==> src/rtl/axis_merge_rr_pkg.sv <==
// Shared definitions for the two-input round-robin AXI-Stream merger.
package axis_merge_rr_pkg;

  localparam logic PORT_0 = 1'b0;
  localparam logic PORT_1 = 1'b1;

  // Port picked by the arbiter in a given cycle; valid=0 means nobody is served.
  typedef struct packed {
    logic valid;
    logic id;
  } sel_t;

  // Width of a counter that must hold values 0..burst_len inclusive.
  function automatic int cnt_width(input int burst_len);
    return (burst_len < 1) ? 1 : $clog2(burst_len + 1);
  endfunction

endpackage

==> src/rtl/axis_merge_rr_reg_slice.sv <==
// Single output register stage carrying valid, data and source id.
module axis_reg_slice #(
  parameter int DATA_WD = 64
) (
  input  logic               clk,
  input  logic               rst,
  input  logic               i_valid,
  input  logic [DATA_WD-1:0] i_data,
  input  logic               i_id,
  input  logic               i_ready,
  output logic               o_valid,
  output logic [DATA_WD-1:0] o_data,
  output logic               o_id,
  output logic               o_load
);

  logic               r_valid;
  logic [DATA_WD-1:0] r_data;
  logic               r_id;

  // The register may take a new beat whenever it is empty or being drained.
  assign o_load = !r_valid | i_ready;

  always_ff @(posedge clk) begin
    if (rst) begin
      r_valid <= 1'b0;
      r_data  <= '0;
      r_id    <= 1'b0;
    end else if (o_load) begin
      r_valid <= i_valid;
      if (i_valid) begin
        r_data <= i_data;
        r_id   <= i_id;
      end
    end
  end

  assign o_valid = r_valid;
  assign o_data  = r_data;
  assign o_id    = r_id;

endmodule

==> src/rtl/axis_merge_rr.sv <==
// Two-input AXI-Stream merger with burst-granular round-robin arbitration.
// Handshake: a beat moves on a port in any cycle where its tvalid and tready are both high.
module axis_merge_rr
  import axis_merge_rr_pkg::*;
#(
  parameter int DATA_WD   = 64,
  parameter int BURST_LEN = 4
) (
  input  logic               clk,
  input  logic               rst,
  input  logic               merge_enable,
  input  logic               s00_axis_tvalid,
  input  logic [DATA_WD-1:0] s00_axis_tdata,
  output logic               s00_axis_tready,
  input  logic               s01_axis_tvalid,
  input  logic [DATA_WD-1:0] s01_axis_tdata,
  output logic               s01_axis_tready,
  output logic               m_axis_tvalid,
  output logic [DATA_WD-1:0] m_axis_tdata,
  output logic               m_axis_tid,
  input  logic               m_axis_tready,
  output logic               grant
);

  localparam int             CW      = cnt_width(BURST_LEN);
  localparam logic [CW-1:0]  CNT_MAX = CW'(BURST_LEN);
  localparam logic [CW-1:0]  CNT_ONE = CW'(1);

  logic               r_grant;
  logic [CW-1:0]      r_cnt;

  logic               w_load;
  logic               w_v0;
  logic               w_v1;
  logic               w_own_v;
  logic               w_oth_v;
  logic               w_restart;
  logic               w_accept;
  sel_t               w_sel;
  logic [DATA_WD-1:0] w_sel_data;

  assign w_v0    = s00_axis_tvalid;
  assign w_v1    = s01_axis_tvalid & merge_enable;
  assign w_own_v = (r_grant == PORT_1) ? w_v1 : w_v0;
  assign w_oth_v = (r_grant == PORT_1) ? w_v0 : w_v1;

  // Owner keeps the stream until its burst is spent; a lone owner may start a fresh burst.
  always_comb begin
    w_sel     = '0;
    w_restart = 1'b0;
    if (w_own_v && (r_cnt < CNT_MAX)) begin
      w_sel.valid = 1'b1;
      w_sel.id    = r_grant;
    end else if (w_oth_v) begin
      w_sel.valid = 1'b1;
      w_sel.id    = ~r_grant;
    end else if (w_own_v) begin
      w_sel.valid = 1'b1;
      w_sel.id    = r_grant;
      w_restart   = 1'b1;
    end
  end

  assign w_accept        = w_load & w_sel.valid;
  assign s00_axis_tready = w_accept & (w_sel.id == PORT_0);
  assign s01_axis_tready = w_accept & (w_sel.id == PORT_1);
  assign w_sel_data      = (w_sel.id == PORT_1) ? s01_axis_tdata : s00_axis_tdata;

  always_ff @(posedge clk) begin
    if (rst) begin
      r_grant <= PORT_0;
      r_cnt   <= '0;
    end else if (w_accept) begin
      if (w_sel.id == r_grant) begin
        r_cnt <= w_restart ? CNT_ONE : (r_cnt + CNT_ONE);
      end else begin
        r_grant <= w_sel.id;
        r_cnt   <= CNT_ONE;
      end
    end
  end

  assign grant = r_grant;

  axis_reg_slice #(
    .DATA_WD (DATA_WD)
  ) u_out_reg (
    .clk     (clk),
    .rst     (rst),
    .i_valid (w_accept),
    .i_data  (w_sel_data),
    .i_id    (w_sel.id),
    .i_ready (m_axis_tready),
    .o_valid (m_axis_tvalid),
    .o_data  (m_axis_tdata),
    .o_id    (m_axis_tid),
    .o_load  (w_load)
  );

endmodule

==> config.mk <==
export PLATFORM = sky130hd
export DESIGN_NAME = axis_merge_rr
export DESIGN_NICKNAME = d
export VERILOG_FILES = /design/src/rtl/axis_merge_rr_pkg.sv /design/src/rtl/axis_merge_rr_reg_slice.sv /design/src/rtl/axis_merge_rr.sv
export SDC_FILE = /design/constraint.sdc
export NUM_CORES = 1
export LEC_CHECK = 0
export ABC_CLOCK_PERIOD_IN_PS = 2500
export CAP_MARGIN = 20
export CORE_UTILIZATION = 37
export DETAILED_ROUTE_END_ITERATION = 10
export PLACE_DENSITY = 0.85
export SYNTH_ARGS = -nofsm -noshare
export SYNTH_HDL_FRONTEND = slang
export SYNTH_SLANG_ARGS = --single-unit
export TNS_END_PERCENT = 20
==> constraint.sdc <==
create_clock -name clk -period 2.5 [get_ports clk]
set_clock_uncertainty 0.2 [all_clocks]
set_input_delay 0.5 -clock clk [delete_from_list [all_inputs] [get_ports clk]]
set_output_delay 0.5 -clock clk [all_outputs]
set_load 0.05 [all_outputs]
==> run_results.csv, run 1 <==
group,metric,value,unit
outcome,outcome,"completed",
detailed_routing,post_drt_via_cell_ratio,5.10,
global_routing,grt_max_degree,65,
final_layout,fillerInstances,537,
flow_run,drv_cap,0,
detailed_routing,vias,2835,
worst_setup_path,path_max_fanout,7,
hold_path,hp-class,"register to register",
final_layout,nets,587,
synthesis,synthesis.area,2820,µm²
synthesis,ys_warn_count,0,
worst_setup_path,cp.arrival,1.66,ns
global_routing,grt_pass1_vias,2882,
final_layout,drive_gt1_share,6.56,%
synthesis,synthTopCellsByCount,"70 x dfxtp_1, 64 x a221o_1, 59 x and2_0",
synthesis,syn_inst,251,
synthesis,synth_seq_cells,70,
sta,worstMarginPinSlew,0.540,ns
cts,cts_hold_buffers,0,
detailed_routing,wirelength,9130,µm
power_and_ir_drop,p_leak,1.96,nW
die,fp.dieW,89.4,µm
synthesis,postSynthNetCount,386,
worst_setup_path,slowest_stage,"clkdlybuf4s50_1",
detailed_routing,detail-route-antenna-nets,0,
synthesis,synth.most_common_cell,"dfxtp_1",
synthesis,yosys-top-cells-area,"dfxtp_1 50%, a221o_1 23%, and2_0 13%",
placed_design,port_buffers,202,
sta,hold_viol,0,
synthesis,ys_types,27,
synthesis,synth_seq_area_share,49.6,%
die,initial_core_util,38.5,%
cts,htree_levels,3,
die,die_area,7990,µm²
cts,cts_resized,0,
die,die_h,89.4,µm
global_routing,grt_first_pass_wirelength,13600,µm
cts,clk_pin_slew,0.08,ns
detailed_routing,drcViolationCount,0,
power_and_ir_drop,ir_drop,0.272,mV
synthesis,synth-edff-count,0,
cts,worstSkewPairLatency,0.33,ns
cts,cts-buffers-inserted,9,
placed_design,postPlaceCellArea,4930,µm²
sta,min_period,2.36,ns
cts,postCtsSetupRepairBufs,0,
die,placement_rows,31,
cts,root_buffer,"clkbuf_8",
sta,tns,0,ns
sta,final_max_slew_viol_count,0,
die,num_io_pins,203,
sta,setup_viol_count_final,0,
global_routing,grt_overflow_total,0,
worst_setup_path,critPathLaunchType,"register",
sta,fmax,0.423,GHz
detailed_routing,routedWlPerCell,16.4,µm
worst_setup_path,cp_data_required_time,1.80,ns
global_routing,grt_use_total,22.7,%
placed_design,hpwl,6630,µm
worst_setup_path,path_buf_inv,1,
worst_setup_path,path_class,"register to primary output",
final_layout,stdcell_area,5160,µm²
die,core,7330,µm²
global_routing,antenna_found_initial,0,
detailed_routing,dr.pass1.iters,4,
cts,cts_tree,"yes",
synthesis,ys.flop_type,"dfxtp_1",
worst_setup_path,crit_chain,"clkdlybuf4s50_1",
placed_design,gp_congestion,0.819,
sta,finalCritPeriodShare,94.5,%
synthesis,netlist.area_leader.share,49.6,%
detailed_routing,detail_route.iter0.violations,78,
final_layout,area_growth,82.8,%
sta,max_slew_margin,63.9,%
synthesis,yosys.area.top_type,"dfxtp_1",
cts,clock-sinks,70,
synthesis,async_reset_ff_share,0,%
worst_setup_path,critPathCaptureType,"primary output",
worst_setup_path,crit_family,"buffers and inverters",
synthesis,syn_avg_cell_area,11.3,µm²
sta,rsz0062_at_grt,"false",
worst_setup_path,cpPeakStageDelay,0.86,ns
final_layout,antenna_cells,0,
power_and_ir_drop,powerDensity,626,nW/µm²
cts,cts.path.max_buffers,2,
==> registers in the layout, summed over array words and instances, names as in the netlist <==
name               cells
u_out_reg.o_data      64
r_cnt                  3
grant                  1
u_out_reg.o_id         1
u_out_reg.o_valid      1
==> final timing paths <==
path,from,cells past startpoint,endpoint,slack (ns)
setup / recovery,grant,1,grant,0.14
hold / removal,r_cnt[0],1,r_cnt[0],0.28
setup reg to reg,grant,5,u_out_reg.o_data[20],0.61
hold reg to reg,r_cnt[0],1,r_cnt[0],0.28
==> metal layers <==
| layer | GRT usage [%] | up-vias | part of all wire (%) |
|---|---|---|---|
| met4 | 10.8 | 0 | 2.4 |
| met5 | 0 | - | 0 |
| met1 | 23.1 | 1314 | 37 |
| met3 | 8.86 | 16 | 10 |
| met2 | 40.8 | 145 | 50 |
| li1 | - | 1360 | - |
==> layout by cell type, fill, tap and decap left out <==
master	instances
a211oi_1	2
a21oi_1	2
a221o_1	64
a22oi_1	2
a2bb2oi_1	1
a31oi_1	1
and2_0	59
and2_1	5
and2_4	1
buf_12	5
buf_4	4
bufinv_16	3
clkbuf_8	9
clkdlybuf4s50_1	200
clkinv_2	3
clkinvlp_4	1
dfxtp_1	70
ha_1	1
inv_1	1
nand2_1	2
nand2b_1	2
nand3_1	2
nand3b_1	1
nor2_1	7
nor2_4	1
nor2b_1	1
nor3_4	1
o2111a_2	1
o211a_1	1
o21ai_0	1
o21bai_1	1
or2_2	1
xnor2_1	1
==> through the flow <==
| stage | total power (W) | setup slack, ns | hold WS (ns) | cells | utilization, % |
|---|---|---|---|---|---|
| global placement | 0.00216 | 0.117 | 0.262 | 540 | 67.2 |
| floorplan | 0.00175 | 0.0666 | 0.244 | 251 | - |
| finish | 0.00323 | 0.136 | 0.282 | 556 | 70.4 |
| detailed placement | 0.00218 | 0.0566 | 0.269 | 540 | 67.2 |
| CTS | 0.00327 | 0.119 | 0.282 | 556 | 70.4 |
| global route | 0.00337 | 0.0663 | 0.301 | 556 | 70.4 |
==> cells by family (layout without fill, tap and decap cells) <==
logic type,after synthesis,after routing,share of synthesized area (%)
and+or+nand+nor,83,83,17.9
xor gates and xnor gates,1,1,0.310
DFF,70,70,49.6
buffers and inverters,20,226,5.85
adders and majority gates,1,1,0.443
AOI/OAI and AO/OA,76,76,25.9
==> power by group <==
part	switching (W)	internal, W
sequential	0.0000482	0.00120
clock	0.000424	0.000658
combinational	0.000472	0.000426
==> area by class of cell <==
cell class                 count  area (µm²)  area share (%)
sequential                    70        1400            27.1
inverter                       1        3.75          0.0727
clock inverter                 7         113            2.18
clock buffer                   9         124            2.40
timing repair buffer         209        2130            41.3
multi-input combinational    161        1260            24.5
tap                           99         124            2.40
No activity file was read; power rests on OpenSTA's default activity.
==> run 2: changes to the inputs <==
--- a/config.mk
+++ b/config.mk
@@ -5,11 +5,11 @@
 export SDC_FILE = /design/constraint.sdc
 export NUM_CORES = 1
 export LEC_CHECK = 0
-export ABC_CLOCK_PERIOD_IN_PS = 2500
+export ABC_CLOCK_PERIOD_IN_PS = 2480
 export CAP_MARGIN = 20
-export CORE_UTILIZATION = 37
+export CORE_UTILIZATION = 35
 export DETAILED_ROUTE_END_ITERATION = 10
-export PLACE_DENSITY = 0.85
+export PLACE_DENSITY = 0.81
 export SYNTH_ARGS = -nofsm -noshare
 export SYNTH_HDL_FRONTEND = slang
 export SYNTH_SLANG_ARGS = --single-unit
==> constraint.sdc (replaced) <==
create_clock -name clk -period 2.48 [get_ports clk]
set_clock_uncertainty 0.2 [all_clocks]
set_input_delay 0.496 -clock clk [delete_from_list [all_inputs] [get_ports clk]]
set_output_delay 0.496 -clock clk [all_outputs]
set_load 0.05 [all_outputs]
==> run_results.csv, run 2 (synthesis gave the netlist of run 1 again) <==
group,metric,value,unit
outcome,outcome,"completed",
sta,setup_viol_count_final,0,
final_layout,largest_reg_flops,64,
sta,rsz0062_at_grt,"false",
die,die_h,91.8,µm
cts,root_buffer,"clkbuf_8",
die,die_area,8430,µm²
final_layout,antenna_cells,0,
worst_setup_path,cp_data_required_time,1.78,ns
global_routing,grt_first_pass_wirelength,13900,µm
sta,final_max_slew_viol_count,0,
sta,finalCritPeriodShare,95.8,%
cts,cts_resized,0,
worst_setup_path,path_buf_inv,2,
detailed_routing,post_drt_via_cell_ratio,5.06,
detailed_routing,detail_route.iter0.violations,111,
die,placement_rows,32,
final_layout,final_util,67.2,%
worst_setup_path,crit_path_start,"m_axis_tready",
cts,cts.path.max_buffers,2,
global_routing,grt_overflow_total,0,
detailed_routing,detail-route-antenna-nets,0,
detailed_routing,wirelength,8710,µm
sta,worstMarginPinSlew,0.539,ns
placed_design,hpwl,6360,µm
sta,max_slew_margin,63.9,%
placed_design,port_buffers,202,
detailed_routing,vias,2826,
final_layout,final_common_cell,"clkdlybuf4s50_1",
worst_setup_path,cp.arrival,1.68,ns
global_routing,grt_pass1_vias,2818,
die,fp.dieW,91.8,µm
global_routing,antenna_found_initial,0,
cts,cts_tree,"yes",
worst_setup_path,path_class,"primary input to primary output",
cts,clock-sinks,70,
power_and_ir_drop,ir_drop,0.338,mV
final_layout,nets,587,
placed_design,gp_congestion,0.754,
cts,cts-buffers-inserted,9,
sta,min_period,2.38,ns
die,core,7770,µm²
global_routing,grt_max_degree,65,
final_layout,drive_gt1_share,6.35,%
global_routing,grt_use_total,20.7,%
power_and_ir_drop,p_leak,1.97,nW
sta,tns,0,ns
cts,worstSkewPairLatency,0.33,ns
cts,cts_hold_buffers,0,
sta,fmax,0.421,GHz
detailed_routing,routedWlPerCell,15.6,µm
detailed_routing,dr.pass1.iters,4,
sta,hold_viol,0,
worst_setup_path,r2r_start,"grant",
detailed_routing,drcViolationCount,0,
final_layout,final_cell_mix,"200 x clkdlybuf4s50_1, 70 x dfxtp_1, 64 x a221o_1, 59 x and2_0, 9 x clkbuf_8",
power_and_ir_drop,powerDensity,646,nW/µm²
final_layout,fillerInstances,611,
worst_setup_path,cpPeakStageDelay,0.47,ns
cts,htree_levels,3,
final_layout,area_growth,84.7,%
cts,postCtsSetupRepairBufs,0,
worst_setup_path,path_max_fanout,5,
cts,clk_pin_slew,0.07,ns
die,num_io_pins,203,
hold_path,hp-class,"register to register",
worst_setup_path,crit_chain,"clkdlybuf4s50_1 -> nand2b_1 -> nand3_1 -> nor2_1 -> buf_12",
flow_run,drv_cap,0,
worst_setup_path,crit_family,"buffers and inverters",
worst_setup_path,critPathCaptureType,"primary output",
die,initial_core_util,36.4,%
worst_setup_path,critPathLaunchType,"primary input",
hold_path,hp-start,"u_out_reg.o_data[53]",
worst_setup_path,slowest_stage,"clkdlybuf4s50_1",
worst_setup_path,r2r_setup_slack,0.63,ns
==> run 2: cell types whose count changed in the layout (fill, tap and decap cells not counted), sizes merged <==
cell,previous run,this run
clkinv,3,2
clkbuf,9,10
clkinvlp,1,0
bufinv,3,4
==> run 2: stage by stage <==
stage | power (W) | cells | worst slack (ns) | hold slack (ns) | area [µm²]
after global placement | 0.00218 | 543 | 0.120 | 0.259 | 4950
final | 0.00337 | 559 | 0.105 | 0.284 | 5220
after floorplan | 0.00176 | 251 | 0.0506 | 0.244 | 2820
after CTS | 0.00340 | 559 | 0.0968 | 0.292 | 5220
after global routing | 0.00350 | 559 | 0.00741 | 0.301 | 5220
after detailed placement | 0.00219 | 543 | 0.0355 | 0.270 | 4950
==> run 2: path summary, 6_finish.rpt <==
kind                                        endpoint  cells after the start
worst max-delay path                 s01_axis_tready                      5
worst min-delay path            u_out_reg.o_data[53]                      1
worst max register to register  u_out_reg.o_data[61]                      5
worst min register to register  u_out_reg.o_data[53]                      1
==> run 2: worst reg2reg max path: stages, from the launching register on <==
cell	delay [ns]
dfxtp_1	0.44
xnor2_1	0.14
o2111a_2	0.28
buf_12	0.17
and2_0	0.21
a221o_1	0.28
==> run 2: layout make-up <==
type                       count  area (µm²)  area share (%)
clock inverter                 6         134            2.57
sequential                    70        1400            26.9
clock buffer                  10         128            2.45
multi-input combinational    161        1260            24.3
tap                          102         128            2.45
timing repair buffer         209        2160            41.4
inverter                       1        3.75          0.0720
==> run 2: per-layer routing <==
layer  share of wire, %  track usage (%)  vias up
li1                   -                -     1360
met1                 42             24.8     1332
met2                 50             36.2      114
met3                5.7             4.98       20
met4                2.3             7.29        0
met5                  0                0        -
==> run 2: report_power, final <==
| group | leakage [nW] | total (W) | internal (W) | switching, W |
|---|---|---|---|---|
| Sequential | 0.578 | 0.00126 | 0.00121 | 0.0000483 |
| Clock | 0.130 | 0.00120 | 0.000771 | 0.000432 |
| Combinational | 1.27 | 0.000904 | 0.000433 | 0.000471 |
| Total | 1.97 | 0.00337 | 0.00242 | 0.000951 |
